$ cat config.mk
export PLATFORM = sky130hd
export DESIGN_NAME = ldr_sink
export DESIGN_NICKNAME = d
export VERILOG_FILES = /design/src/rtl/pc88_ldr_pkg.sv /design/src/rtl/ldr_pack.sv /design/src/rtl/ldr_sink.sv
export SDC_FILE = /design/constraint.sdc
export NUM_CORES = 1
export LEC_CHECK = 0
export CORE_MARGIN = 5
export CORE_UTILIZATION = 25
export CTS_BUF_LIST = sky130_fd_sc_hd__clkbuf_8
export CTS_CLUSTER_DIAMETER = 60
export DETAILED_ROUTE_END_ITERATION = 12
export PLACE_DENSITY_LB_ADDON = 0.1
export SETUP_SLACK_MARGIN = 0.5
export SYNTH_ARGS = -nofsm -noshare
export SYNTH_HDL_FRONTEND = slang
export SYNTH_HIERARCHICAL = 1
export SYNTH_SLANG_ARGS = --single-unit
$ cat constraint.sdc
create_clock -name clk_sys -period 8.73 [get_ports clk_sys]
set_input_delay 0.873 -clock clk_sys [delete_from_list [all_inputs] [get_ports clk_sys]]
set_output_delay 0.873 -clock clk_sys [all_outputs]
set_load 0.005 [all_outputs]
$ cat src/rtl/pc88_ldr_pkg.sv
// pc88_ldr_pkg: shared types and constants for the loader sink.
//   ldr_state_t : handshake/flush FSM states
//   ldr_dec_t   : what to do with an incoming byte given the pending buffer
//   BE_*        : byte-enable patterns for 16-bit word writes
package pc88_ldr_pkg;
  typedef enum logic [2:0] {IDLE, FLUSH, WRITE, ACK, EOF, DONE} ldr_state_t;
  typedef enum logic [1:0] {D_STORE, D_FLUSH, D_LONE, D_MERGE} ldr_dec_t;
  localparam logic [1:0] BE_LO = 2'b01;
  localparam logic [1:0] BE_HI = 2'b10;
  localparam logic [1:0] BE_W  = 2'b11;
endpackage

$ cat src/rtl/ldr_pack.sv
// ldr_pack: pending even-byte buffer plus merge/flush decision.
//   clk_i, rst_i          : clock, async active-high reset
//   adr_i, dat_i          : byte being evaluated
//   take_i                : apply the decision (load or consume the buffer)
//   clr_i                 : pending byte has been flushed to memory
//   dec_o                 : STORE / FLUSH / LONE / MERGE
//   wdata_o, be_o         : word write for LONE / MERGE
//   pend_v_o/word_o/byte_o: buffer contents
module ldr_pack
  import pc88_ldr_pkg::*;
#(
  parameter int ADDR_W = 19
) (
  input  logic              clk_i,
  input  logic              rst_i,
  input  logic [ADDR_W-1:0] adr_i,
  input  logic [7:0]        dat_i,
  input  logic              take_i,
  input  logic              clr_i,
  output ldr_dec_t          dec_o,
  output logic [15:0]       wdata_o,
  output logic [1:0]        be_o,
  output logic              pend_v_o,
  output logic [ADDR_W-2:0] pend_word_o,
  output logic [7:0]        pend_byte_o
);
  logic              pend_v_q;
  logic [ADDR_W-2:0] pend_word_q;
  logic [7:0]        pend_byte_q;
  logic [ADDR_W-2:0] w;
  assign w = adr_i[ADDR_W-1:1];
  // The buffer only ever holds an even byte, so any even byte or an odd byte
  // of a different word forces the pending byte out first.
  always_comb begin
    dec_o   = (pend_v_q && (w != pend_word_q || !adr_i[0])) ? D_FLUSH :
              !adr_i[0] ? D_STORE : pend_v_q ? D_MERGE : D_LONE;
    wdata_o = {dat_i, (dec_o == D_MERGE) ? pend_byte_q : 8'h00};
    be_o    = (dec_o == D_MERGE) ? BE_W : BE_HI;
  end
  always_ff @(posedge clk_i or posedge rst_i)
    if (rst_i) begin
      pend_v_q    <= 1'b0;
      pend_word_q <= '0;
      pend_byte_q <= '0;
    end else if (take_i && dec_o == D_STORE) begin
      pend_v_q    <= 1'b1;
      pend_word_q <= w;
      pend_byte_q <= dat_i;
    end else if (clr_i || (take_i && dec_o == D_MERGE)) begin
      pend_v_q    <= 1'b0;
    end
  assign pend_v_o    = pend_v_q;
  assign pend_word_o = pend_word_q;
  assign pend_byte_o = pend_byte_q;
endmodule

$ cat src/rtl/ldr_sink.sv
// ldr_sink: loader handshake responder packing bytes into 16-bit SDRAM writes.
//   clk_sys, reset              : clock, async active-high reset
//   ldr_adr/wdat/oe/wr, ldr_ack : four-phase byte handshake from the bridge
//   ldr_done                    : sticky, download finished and committed
//   mem_req/addr/wdata/be/ack   : word write port to the SDRAM controller
//   byte_cnt                    : saturating count of accepted bytes
module ldr_sink
  import pc88_ldr_pkg::*;
#(
  parameter int              ADDR_W = 19,
  parameter int              MEM_AW = 24,
  parameter logic [MEM_AW-1:0] BASE = '0
) (
  input  logic              clk_sys,
  input  logic              reset,
  input  logic [ADDR_W-1:0] ldr_adr,
  input  logic [7:0]        ldr_wdat,
  input  logic              ldr_oe,
  input  logic              ldr_wr,
  output logic              ldr_ack,
  output logic              ldr_done,
  output logic              mem_req,
  output logic [MEM_AW-1:0] mem_addr,
  output logic [15:0]       mem_wdata,
  output logic [1:0]        mem_be,
  input  logic              mem_ack,
  output logic [19:0]       byte_cnt
);
  ldr_state_t        state_q, dec_state;
  ldr_dec_t          dec;
  logic [ADDR_W-1:0] adr_q, ev_adr;
  logic [7:0]        dat_q, ev_dat, pend_byte;
  logic [ADDR_W-2:0] pend_word;
  logic [15:0]       pk_wdata;
  logic [1:0]        pk_be;
  logic              oe_q, eof_q, eof_d, pend_v, take, clr;
  logic [MEM_AW-1:0] ev_maddr, pend_maddr;
  // In IDLE the live byte is judged; after a flush the captured one is re-judged.
  always_comb begin
    ev_adr     = (state_q == IDLE) ? ldr_adr : adr_q;
    ev_dat     = (state_q == IDLE) ? ldr_wdat : dat_q;
    take       = (state_q == IDLE && ldr_wr && !ldr_done) ||
                 (state_q == FLUSH && !mem_req && !pend_v);
    clr        = (state_q == FLUSH || state_q == EOF) && mem_req && mem_ack;
    dec_state  = (dec == D_FLUSH) ? FLUSH : (dec == D_STORE) ? ACK : WRITE;
    eof_d      = eof_q | (oe_q & ~ldr_oe);
    ev_maddr   = BASE + MEM_AW'(ev_adr[ADDR_W-1:1]);
    pend_maddr = BASE + MEM_AW'(pend_word);
  end
  ldr_pack #(.ADDR_W(ADDR_W)) u_pack (
    .clk_i(clk_sys), .rst_i(reset), .adr_i(ev_adr), .dat_i(ev_dat),
    .take_i(take), .clr_i(clr), .dec_o(dec), .wdata_o(pk_wdata), .be_o(pk_be),
    .pend_v_o(pend_v), .pend_word_o(pend_word), .pend_byte_o(pend_byte)
  );
  always_ff @(posedge clk_sys or posedge reset)
    if (reset) begin
      state_q   <= IDLE;
      adr_q     <= '0;
      dat_q     <= '0;
      oe_q      <= 1'b0;
      eof_q     <= 1'b0;
      ldr_ack   <= 1'b0;
      ldr_done  <= 1'b0;
      mem_req   <= 1'b0;
      mem_addr  <= '0;
      mem_wdata <= '0;
      mem_be    <= '0;
      byte_cnt  <= '0;
    end else begin
      oe_q  <= ldr_oe;
      eof_q <= eof_d;
      case (state_q)
        IDLE:
          if (take) begin
            adr_q    <= ldr_adr;
            dat_q    <= ldr_wdat;
            byte_cnt <= byte_cnt + 20'(byte_cnt != '1);
          end else if (eof_q) begin
            eof_q   <= 1'b0;
            state_q <= EOF;
          end
        // FLUSH and EOF share the pending-byte flush; a request is only raised
        // from an idle port so req never rises and falls in one cycle.
        FLUSH, EOF:
          if (mem_req) begin
            if (mem_ack) mem_req <= 1'b0;
          end else if (pend_v) begin
            mem_req   <= 1'b1;
            mem_addr  <= pend_maddr;
            mem_wdata <= {8'h00, pend_byte};
            mem_be    <= BE_LO;
          end else if (state_q == EOF) begin
            ldr_done <= 1'b1;
            state_q  <= DONE;
          end
        WRITE:
          if (mem_ack) begin
            mem_req <= 1'b0;
            state_q <= ACK;
          end
        ACK:
          if (!ldr_ack) ldr_ack <= 1'b1;
          else if (!ldr_wr) begin
            ldr_ack <= 1'b0;
            state_q <= ldr_done ? DONE : IDLE;
          end
        DONE:
          if (ldr_wr) state_q <= ACK;
        default: state_q <= IDLE;
      endcase
      if (take) begin
        state_q <= dec_state;
        if (dec == D_LONE || dec == D_MERGE) begin
          mem_req   <= 1'b1;
          mem_addr  <= ev_maddr;
          mem_wdata <= pk_wdata;
          mem_be    <= pk_be;
        end
      end
    end
endmodule

==> run summary <==
status -> finished, final reports clean
synthesis-to-finish area growth -> 27.5%
RSZ-0062 raised after global routing -> false
required time of the critical path -> 9.06 ns
VDD IR max -> 0.0000977 V
Die Y -> 164 um
vias in the first global route -> 4748
largest net degree at the start of global routing -> 70
Mapped Nets -> 648
Worst Path Arrival -> 4.43 ns
top cells by area, synth -> dfrtp_1, nand2_1, mux2_1, xnor2_1, mux2i_1
Seq cells post-synth -> 124
Starting DRT DRC Count -> 164
Rel. slew slack -> 0.245
Core Rows -> 56
CP Launch Type -> flip-flop
routability cong. -> 0.773
Yosys warnings -> 6
final setup skew -> 0.0188 ns
# Post-CTS Setup Buffers -> 0
clk_lat worst skew -> 0.44 ns
global-route wire length before repair -> 27.0 mm
routed len/inst -> 15.9 um
Core ar. -> 23400 um2
Core Util, Final -> 0.322
reg2reg start -> state_q[1]
FFs w/ async S/R, synth -> 1.00
Post-synth EDFFs -> 0
CP Launch Point -> state_q[1]
Starting Density -> 0.253
Slew @ Worst Pin -> 1.13 ns
hold_buf cts -> 0
# diodes -> 0
clock tree sinks -> 124
Final min period -> 4.11 ns
routed wire length -> 16.3 mm
fin crit share -> 0.470
final setup fails -> 0
Vias/cell -> 4.36
# H-tree levels -> 4
largest area contributor in the netlist -> dfrtp_1
DRC errors left -> 0
# IOs -> 97
layout cells sized above 1 -> 0.0736
Worst Setup End Kind -> flip-flop
initial antenna violation count -> 0
CTS tree -> yes
routed vias -> 4478
full die area -> 26900 um2
sequential element share of the synthesized area -> 0.524
CTS clk-pin slew, worst paths -> 0.08 ns
all-layer global routing usage -> 0.129
Final #Nets -> 729
Mapped Avg Cell Area -> 9.66 um2
Final Max Slew Viols -> 0
DPL Wire Length -> 11.0 mm
CP Max Fanout -> 63
Hold Path Class -> flip-flop to flip-flop
DRT Pass-1 Iters -> 5
Post-Synthesis Cells -> 613
worst hold start -> dat_q[4]
total of max-cap violations -> 0
Netlist cell types -> 49
Fin. Hold Viols -> 0
P_leak -> 3.31 nW
post-cts sizing count -> 0
share of the synthesized area in the top cell type -> 0.524
Cell Pwr Density -> 319 nW/um2
Fmax -> 0.243 GHz
GRT overflow -> 0
TritonCTS buffer count -> 17
Post-DRT Antenna Nets -> 0
Chip Width -> 164 um
Crit Path Class -> flip-flop to flip-flop
setup TNS -> 0 ns
Root Driver -> clkbuf_8
Max clock buf depth -> 2
netlist area before placement -> 5920 um2
IO buf count -> 96
Most used DFF post-synth -> dfrtp_1
==> metal layers <==
layer	wire length [um]	GRT usage	vias up
met5	0	0	-
met2	7410	0.202	115
met4	148	0.0309	0
met1	7800	0.176	2179
li1	-	-	2175
met3	940	0.0399	9
==> area by class of cell <==
cell class                      instances  area (um2)
Clock inverter                         15         190
Fill cell                            2468       15900
Inverter                                7        28.8
Clock buffer                           17         234
Timing Repair Buffer                  103        1010
Sequential cell                       124        3100
Tap cell                              319         399
Multi-Input combinational cell        441        2580
==> state kept, by name (all words and copies together), names as in the netlist, 2 cells and up <==
register / count
mem_be: 2
mem_wdata: 16
dat_q: 8
state_q: 3
byte_cnt: 20
u_pack/pend_byte_o: 8
adr_q: 19
mem_addr: 24
u_pack/pend_word_o: 18
==> kinds of logic after synthesis <==
logic type / synth area share
and+or+nand+nor: 0.215
DFF: 0.524
adders and majority gates: 0.00634
other: 0.000633
buffers and inverters: 0.0440
AOI/OAI and AO/OA: 0.0615
xor gates and xnor gates: 0.0547
muxes: 0.0934
==> worst paths after layout <==
| kind | cells past startpoint | end | slack [ns] |
|---|---|---|---|
| max in group asynchronous | 3 | ldr_ack | 6.65 |
| min in group asynchronous | 2 | mem_wdata[1] | 0.79 |
| setup / recovery | 12 | mem_wdata[14] | 4.62 |
| setup reg to reg | 12 | mem_wdata[14] | 4.62 |
| hold reg to reg | 2 | dat_q[4] | 0.48 |
| hold / removal | 2 | dat_q[4] | 0.48 |
==> critical path, stage by stage (launching register included) <==
cell and delay (ns):
dfrtp_1 0.53, nor3_2 0.63, buf_4 0.40, nand2_1 0.08, nand2_1 0.11, xnor2_1 0.15, nand3_1 0.17, nor3_2 0.24
nand2_1 0.08, o21ai_1 0.13, and2_2 0.94, nor2_4 0.23, a22o_1 0.26
==> layout by cell type, fill, tap and decap left out, types with 5 or more instances in the layout <==
cell type and instances:
clkdlybuf4s50_1 96, mux2_1 26, nor2_1 11, mux2i_1 26, a22o_1 9, clkbuf_8 17
buf_4 7, nand3_1 12, clkinv_4 5, nand2_1 213, nand4_1 6, nor3_1 5
and2_1 16, xnor2_1 32, nand2b_1 5, xor2_1 5, inv_1 6, dfrtp_1 124
o21ai_0 35
==> Yosys cell counts (all sizes together) (2+ instances only) <==
library cell,instances
buf,30
o21ai,36
a22o,9
xor2,5
inv,7
mux2,26
xnor2,32
and2,18
nand4,6
dfrtp,124
and3,3
nor4,3
ha,3
nor4b,2
mux2i,26
clkbuf,11
nor2b,2
nor3,7
nand2b,5
nor2,13
nand3,14
nand2,213
==> per-stage QoR <==
stage	power (W)	hold slack [ns]	setup WS (ns)	cell area [um2]	instances
finish	0.00241	0.481	4.62	7550	1026
global route	0.00261	0.501	4.20	7550	1026
CTS	0.00245	0.480	4.57	7550	1026
detailed placement	0.00189	0.462	4.60	7120	994
global placement	0.00188	0.458	4.67	7120	994
floorplan	0.00155	0.446	5.32	5920	613
==> power breakdown <==
part | total, W | switching (W) | internal, W
clock | 0.000545 | 0.000258 | 0.000287
sequential | 0.000937 | 0.000166 | 0.000771
combinational | 0.000925 | 0.000484 | 0.000441
Note: power is estimated with default switching activity, not from simulation.
